`config.mk`:
```
export PLATFORM = sky130hd
export DESIGN_NAME = muldiv_unit
export DESIGN_NICKNAME = d
export VERILOG_FILES = /design/src/rtl/alu_pkg.sv /design/src/rtl/div_core.sv /design/src/rtl/muldiv_unit.sv
export SDC_FILE = /design/constraint.sdc
export NUM_CORES = 2
export LEC_CHECK = 0
export BUFFER_PORTS_ARGS = -buffer_cell sky130_fd_sc_hd__buf_2
export CAP_MARGIN = 20
export CORE_ASPECT_RATIO = 0.8
export CORE_MARGIN = 2
export CORE_UTILIZATION = 45
export CTS_CLUSTER_SIZE = 8
export DETAILED_ROUTE_END_ITERATION = 12
export PLACE_DENSITY_LB_ADDON = 0.12
export SLEW_MARGIN = 10
export SYNTH_ARGS = -nofsm -noshare
export SYNTH_HDL_FRONTEND = slang
export SYNTH_SLANG_ARGS = --single-unit
```
`constraint.sdc`:
```
create_clock -name clk -period 9.1 [get_ports clk]
set_input_delay 0.91 -clock clk [delete_from_list [all_inputs] [get_ports clk]]
set_output_delay 0.91 -clock clk [all_outputs]
set_load 0.005 [all_outputs]
```
`src/rtl/alu_pkg.sv`:
```
// Shared ALU operation codes for the decoder, the single-cycle ALU and the muldiv unit.
// Codes with bit 3 set belong to the RV32M multi-cycle unit.
package alu_pkg;

    localparam int XLEN_DEFAULT = 32;

    typedef enum logic [3:0] {
        ALU_ADD    = 4'b0000,
        ALU_SUB    = 4'b0001,
        ALU_AND    = 4'b0010,
        ALU_OR     = 4'b0011,
        ALU_XOR    = 4'b0100,
        ALU_SLL    = 4'b0101,
        ALU_SRL    = 4'b0110,
        ALU_SRA    = 4'b0111,
        ALU_MUL    = 4'b1000,
        ALU_MULH   = 4'b1001,
        ALU_MULHSU = 4'b1010,
        ALU_MULHU  = 4'b1011,
        ALU_DIV    = 4'b1100,
        ALU_DIVU   = 4'b1101,
        ALU_REM    = 4'b1110,
        ALU_REMU   = 4'b1111
    } alu_op_e;

endpackage

```
`src/rtl/div_core.sv`:
```
// Iterative radix-2 restoring divider: one quotient bit per cycle on operand magnitudes,
// sign fixup applied combinationally to the final quotient/remainder registers.
module div_core #(
    parameter int XLEN = 32
) (
    input  logic            clk,
    input  logic            rst,
    input  logic            start,
    input  logic            abort,
    input  logic            is_signed,
    input  logic [XLEN-1:0] dividend,
    input  logic [XLEN-1:0] divisor,
    output logic            last,
    output logic [XLEN-1:0] quotient,
    output logic [XLEN-1:0] remainder
);
    localparam int CW = $clog2(XLEN);

    logic            busy_r;
    logic [CW-1:0]   cnt_r;
    logic [XLEN-1:0] quo_r;
    logic [XLEN-1:0] rem_r;
    logic [XLEN-1:0] dvs_r;
    logic            q_neg_r;
    logic            r_neg_r;
    logic [XLEN-1:0] mag_a_s;
    logic [XLEN-1:0] mag_b_s;
    logic [XLEN:0]   shifted_s;
    logic [XLEN:0]   diff_s;

    // operand magnitudes and one restoring trial subtraction
    always_comb begin
        mag_a_s   = (is_signed && dividend[XLEN-1]) ? ({XLEN{1'b0}} - dividend) : dividend;
        mag_b_s   = (is_signed && divisor[XLEN-1])  ? ({XLEN{1'b0}} - divisor)  : divisor;
        shifted_s = {rem_r, quo_r[XLEN-1]};
        diff_s    = shifted_s - {1'b0, dvs_r};
    end

    // iteration state: load on start, shift one bit per busy cycle, stop after XLEN bits
    always_ff @(posedge clk) begin
        if (rst) begin
            busy_r  <= 1'b0;
            cnt_r   <= {CW{1'b0}};
            quo_r   <= {XLEN{1'b0}};
            rem_r   <= {XLEN{1'b0}};
            dvs_r   <= {XLEN{1'b0}};
            q_neg_r <= 1'b0;
            r_neg_r <= 1'b0;
        end else if (abort) begin
            busy_r <= 1'b0;
        end else if (start) begin
            busy_r  <= 1'b1;
            cnt_r   <= {CW{1'b0}};
            quo_r   <= mag_a_s;
            rem_r   <= {XLEN{1'b0}};
            dvs_r   <= mag_b_s;
            q_neg_r <= is_signed && (dividend[XLEN-1] ^ divisor[XLEN-1]);
            r_neg_r <= is_signed && dividend[XLEN-1];
        end else if (busy_r) begin
            // a clear top bit means the trial subtraction did not go negative
            if (!diff_s[XLEN]) begin
                rem_r <= diff_s[XLEN-1:0];
                quo_r <= {quo_r[XLEN-2:0], 1'b1};
            end else begin
                rem_r <= shifted_s[XLEN-1:0];
                quo_r <= {quo_r[XLEN-2:0], 1'b0};
            end
            cnt_r <= cnt_r + CW'(1);
            if (last) begin
                busy_r <= 1'b0;
            end
        end
    end

    assign last      = busy_r && (cnt_r == CW'(XLEN - 1));
    assign quotient  = q_neg_r ? ({XLEN{1'b0}} - quo_r) : quo_r;
    assign remainder = r_neg_r ? ({XLEN{1'b0}} - rem_r) : rem_r;

endmodule

```
`src/rtl/muldiv_unit.sv`:
```
// RV32M execute unit: multiply in two cycles, divide via div_core, divide special cases
// resolved at accept; one-cycle out_valid pulse per completed operation.
module muldiv_unit #(
    parameter int XLEN = 32
) (
    input  logic            clk,
    input  logic            rst,
    input  logic            in_valid,
    output logic            in_ready,
    input  logic [3:0]      alu_ctrl,
    input  logic [XLEN-1:0] op_a,
    input  logic [XLEN-1:0] op_b,
    input  logic            flush,
    output logic            out_valid,
    output logic [XLEN-1:0] result
);
    import alu_pkg::*;

    localparam int PW = 2 * XLEN;

    typedef enum logic [2:0] {
        S_IDLE  = 3'd0,
        S_MUL   = 3'd1,
        S_DSPEC = 3'd2,
        S_DIV   = 3'd3,
        S_FIX   = 3'd4,
        S_DONE  = 3'd5
    } state_e;

    state_e            state_r;
    state_e            state_s;
    alu_op_e           op_r;
    logic [PW-1:0]     prod_r;
    logic [XLEN-1:0]   spec_r;
    logic [XLEN-1:0]   result_r;
    logic [XLEN-1:0]   result_s;
    logic [XLEN-1:0]   spec_s;
    logic [XLEN-1:0]   div_quo_s;
    logic [XLEN-1:0]   div_rem_s;
    logic              accept_s;
    logic              is_div_s;
    logic              div_signed_s;
    logic              div_zero_s;
    logic              div_ovf_s;
    logic              div_spec_s;
    logic              div_start_s;
    logic              div_last_s;
    logic signed [XLEN:0] mul_a_s;
    logic signed [XLEN:0] mul_b_s;
    logic signed [PW-1:0] prod_s;

    // request decode, divide special cases and the extended-operand product
    always_comb begin
        accept_s     = in_valid && (state_r == S_IDLE) && alu_ctrl[3] && !flush;
        is_div_s     = alu_ctrl[2];
        div_signed_s = !alu_ctrl[0];
        div_zero_s   = (op_b == {XLEN{1'b0}});
        div_ovf_s    = div_signed_s && (op_a == {1'b1, {(XLEN-1){1'b0}}}) && (op_b == {XLEN{1'b1}});
        div_spec_s   = div_zero_s || div_ovf_s;
        div_start_s  = accept_s && is_div_s && !div_spec_s;
        if (div_zero_s) begin
            spec_s = alu_ctrl[1] ? op_a : {XLEN{1'b1}};
        end else if (div_ovf_s) begin
            spec_s = alu_ctrl[1] ? {XLEN{1'b0}} : op_a;
        end else begin
            spec_s = {XLEN{1'b0}};
        end
        // op_a is signed for MULH/MULHSU, op_b only for MULH
        mul_a_s = {((alu_ctrl[1:0] == 2'b01) || (alu_ctrl[1:0] == 2'b10)) ? op_a[XLEN-1] : 1'b0, op_a};
        mul_b_s = {(alu_ctrl[1:0] == 2'b01) ? op_b[XLEN-1] : 1'b0, op_b};
        prod_s  = PW'(mul_a_s) * PW'(mul_b_s);
    end

    // next state and the value captured into result on entry to DONE
    always_comb begin
        state_s  = state_r;
        result_s = result_r;
        case (state_r)
            S_IDLE: begin
                if (accept_s) begin
                    if (!is_div_s) begin
                        state_s = S_MUL;
                    end else if (div_spec_s) begin
                        state_s = S_DSPEC;
                    end else begin
                        state_s = S_DIV;
                    end
                end else begin
                    state_s = S_IDLE;
                end
            end
            S_MUL: begin
                if (flush) begin
                    state_s = S_IDLE;
                end else begin
                    state_s  = S_DONE;
                    result_s = (op_r == ALU_MUL) ? prod_r[XLEN-1:0] : prod_r[PW-1:XLEN];
                end
            end
            S_DSPEC: begin
                if (flush) begin
                    state_s = S_IDLE;
                end else begin
                    state_s  = S_DONE;
                    result_s = spec_r;
                end
            end
            S_DIV: begin
                if (flush) begin
                    state_s = S_IDLE;
                end else if (div_last_s) begin
                    state_s = S_FIX;
                end else begin
                    state_s = S_DIV;
                end
            end
            S_FIX: begin
                if (flush) begin
                    state_s = S_IDLE;
                end else begin
                    state_s  = S_DONE;
                    result_s = ((op_r == ALU_REM) || (op_r == ALU_REMU)) ? div_rem_s : div_quo_s;
                end
            end
            S_DONE:  state_s = S_IDLE;
            default: state_s = S_IDLE;
        endcase
    end

    // state, latched operation and result registers
    always_ff @(posedge clk) begin
        if (rst) begin
            state_r  <= S_IDLE;
            op_r     <= ALU_ADD;
            prod_r   <= {PW{1'b0}};
            spec_r   <= {XLEN{1'b0}};
            result_r <= {XLEN{1'b0}};
        end else begin
            state_r  <= state_s;
            result_r <= result_s;
            if (accept_s) begin
                op_r   <= alu_op_e'(alu_ctrl);
                prod_r <= prod_s;
                spec_r <= spec_s;
            end
        end
    end

    div_core #(.XLEN(XLEN)) u_div_core (
        .clk       (clk),
        .rst       (rst),
        .start     (div_start_s),
        .abort     (flush),
        .is_signed (div_signed_s),
        .dividend  (op_a),
        .divisor   (op_b),
        .last      (div_last_s),
        .quotient  (div_quo_s),
        .remainder (div_rem_s)
    );

    assign in_ready  = (state_r == S_IDLE);
    assign out_valid = (state_r == S_DONE);
    assign result    = result_r;

endmodule
```
==> flow_metrics.py <==
metrics = {
    "floorplan": {
        "die-width_um": 385.2,
        "fp.coreArea_sq_mm": 0.1150,
        "io_pins": 106,
        "die_h_um": 309.0,
        "rows": 111,
        "start_util_pct": 45.49,
        "die-area_sq_mm": 0.1190,
    },
    "synthesis": {
        "async_flop_share_pct": 0,
        "synth-xor-area-share_pct": 3.700,
        "syn-num-nets": 7616,
        "postSynthCellCount": 6165,
        "synth_compound_area_share_pct": 9.178,
        "ys_seq_area_share_pct": 9.147,
        "synth_edf_count": 0,
        "synthAdderAreaFrac_pct": 49.14,
        "synth.avg_cell_area_sq_um": 8.485,
        "synth_top_family_by_area": "adder cells",
        "yosys-mux-area-fraction_pct": 1.110,
        "ys_ff_latch": 239,
        "synth_commonest_cells": "1,239 x inv_1, 1,126 x fa_1, 1,105 x nand2_1, 317 x clkbuf_1, 269 x and2_1",
        "yosysMostFrequentCell": "inv_1",
        "synthDistinctLibCells": 69,
        "ys_warn_count": 0,
        "netlist_area_sq_mm": 0.05231,
        "yosys.area_share.simple_pct": 15.83,
        "synth_top_area_cell": "fa_1",
        "netlist_top_cells_area": "fa_1 43%, dfxtp_1 9.1%, inv_1 8.9%",
        "synth_top_area_share_pct": 43.09,
        "synthFlopType": "dfxtp_1",
    },
    "critical_path": {
        "cp_common_cell": "fa_1",
        "slowest_stage": "fa_1",
        "critical-path-max-stage-delay_ns": 0.55,
        "crit_fanout": 11,
        "worstPathRequired_ns": 9.47,
        "cp-start-kind": "input port",
        "r2r_cells": 15,
        "arrival_ns": 8.92,
        "cp-end-kind": "flip-flop",
        "criticalPathCategory": "in -> reg",
    },
    "clocking": {
        "hold_buffers": 0,
        "cts_resized": 0,
        "cts_made_buffers": 36,
        "postCtsSetupBuffers": 0,
        "clk_latency_ns": 0.53,
        "clk_pin_slew_ns": 0.05,
        "clk_path_buf_depth": 3,
        "h-tree-depth": 2,
        "cts_tree": "yes",
        "cts-root-buf": "clkbuf_16",
        "cts.sinks": 239,
    },
    "grt": {
        "grt_pass1_vias": 43091,
        "grt_overflow": 0,
        "grt_pass1_wl_um": 266700,
        "antenna_found_initial": 20,
        "grt_start_max_net_pins": 85,
        "grt_use_total_pct": 29.53,
    },
    "sta": {
        "timing.final.crit_period_ns": 8.544,
        "hold_viol": 0,
        "slew_violations": 0,
        "timing.fmax_ghz": 0.1170,
        "rsz0062_at_grt": "no",
        "setup_viol_count_final": 0,
        "worst_pin_slew_ns": 1.136,
        "finalSetupTns_ns": 0,
        "worst_clock_skew_ns": 0.01769,
        "maxSlewHeadroom_pct": 24.28,
        "fin_crit_sh_pct": 93.89,
    },
    "hold_path": {
        "hold_path_depth": 2,
        "hold_class": "reg -> reg",
    },
    "finish": {
        "nNetsFinal": 7682,
        "area_growth_pct": 8.781,
        "multi_input_area_sq_mm": 0.04137,
        "drive_above_1_share_pct": 8.340,
        "fill_cells": 11298,
        "stdcell_count": 7769,
        "regArea_sq_mm": 0.004785,
    },
    "outcome": {
        "status": "finished clean",
    },
    "drt": {
        "remaining_drc_errors": 0,
        "first_pass_iters": 5,
        "post_drt_wl_per_cell_um": 21.94,
        "vias_per_cell": 5.410,
        "dr_total_vias": 42032,
        "drtIter0Drc": 3706,
        "routed_wl_um": 170500,
        "drtAntennaViolNets": 0,
    },
    "place": {
        "io_buffers": 105,
        "gp_congestion": 0.9343,
        "dp_cells": 7717,
        "dpl.hpwl_um": 139300,
    },
    "run": {
        "drv_cap": 0,
    },
}
==> state kept, by name (all words and copies together) (netlist names) <==
| register | count |
|---|---|
| u_div_core.q_neg_r | 1 |
| u_div_core.busy_r | 1 |
| u_div_core.cnt_r | 5 |
| op_r | 4 |
| result | 32 |
| u_div_core.rem_r | 32 |
| u_div_core.quo_r | 32 |
| u_div_core.r_neg_r | 1 |
| prod_r | 64 |
| state_r | 3 |
| spec_r | 32 |
| u_div_core.dvs_r | 32 |
==> area by class of cell <==
class / instances / share of cell area [%]
sequential: 239 / 8.408
tap: 1525 / 3.353
antenna: 9 / 0.03958
clock buffer: 39 / 1.658
clock inverter: 3 / 0.04618
timing repair buffer: 435 / 5.609
inverter: 1239 / 8.173
multi-input combinational: 4280 / 72.71
==> critical path, delay by kind of cell <==
| kind | cells | cell delay (ns) |
|---|---|---|
| compound gates | 7 | 1.35 |
| xor+xnor | 1 | 0.18 |
| fa+ha+maj | 10 | 4.57 |
| buf+inv | 9 | 0.84 |
| simple gates | 4 | 1.05 |
==> per-stage QoR <==
stage | utilization [%] | setup WS (ns) | hold WS [ns] | instance area (sq um)
after CTS | 49.45 | 0.5303 | 0.4508 | 56860
after floorplan | - | 0.1062 | 0.4284 | 52310
after global routing | 49.48 | 0.03169 | 0.4665 | 56890
after global placement | 48.60 | 0.06722 | 0.4379 | 55890
after detailed placement | 48.61 | 0.03665 | 0.4453 | 55890
final | 49.48 | 0.5559 | 0.4502 | 56900
==> cell usage in the layout (no fill, tap or decap), types with 13 or more instances in the layout <==
cell type | synthesis | final
buf_12 | 0 | 14
nor2_1 | 244 | 243
ha_1 | 253 | 253
nor3_1 | 38 | 37
a21oi_1 | 256 | 256
o21bai_1 | 19 | 19
o21ai_0 | 152 | 152
a21o_1 | 51 | 51
xnor2_1 | 129 | 129
nand2b_1 | 14 | 13
a31oi_1 | 21 | 21
buf_2 | 19 | 104
a221oi_1 | 22 | 22
o211ai_1 | 26 | 26
o31ai_1 | 31 | 31
and2_1 | 269 | 269
xor2_1 | 92 | 91
buf_4 | 0 | 315
o41ai_1 | 16 | 16
a211oi_1 | 72 | 72
clkbuf_16 | 0 | 37
inv_1 | 1239 | 1239
nor4_1 | 18 | 18
nand2_1 | 1105 | 1105
fa_1 | 1126 | 1126
dfxtp_1 | 239 | 239
or2_2 | 15 | 15
a311oi_1 | 43 | 43
mux2i_1 | 49 | 49
nand4_1 | 28 | 28
and3_1 | 20 | 20
nand3_1 | 42 | 42
==> cell families (layout without fill, tap and decap cells) <==
group                      count (synthesis)  count (layout)
adders and majority gates               1379            1379
xor gates and xnor gates                 221             221
buffers and inverters                   1646            1716
other                                      0               9
DFF                                      239             239
muxes                                     57              57
AOI/OAI and AO/OA                        760             760
and+or+nand+nor                         1863            1863
==> worst paths after layout <==
check                                         start                           endpoint  slack [ns]
hold reg to reg              spec_r[6]$_SDFFE_PP0P_             spec_r[6]$_SDFFE_PP0P_        0.45
hold / removal               spec_r[6]$_SDFFE_PP0P_             spec_r[6]$_SDFFE_PP0P_        0.45
setup / recovery                        alu_ctrl[1]            prod_r[58]$_SDFFE_PP0P_        0.56
setup reg to reg  u_div_core.quo_r[31]$_SDFFE_PP0P_  u_div_core.rem_r[29]$_SDFFE_PP0P_        4.58
==> routing by layer <==
metal	part of all wire, %	GRT usage, %
met5	0	0
met4	2.9	7.502
met3	8.6	5.119
met2	43	43.86
met1	46	44.52
Power is left out: the tool's default activity adds up to more than one toggle a clock period on the data nets, which glitch-free logic cannot reach.
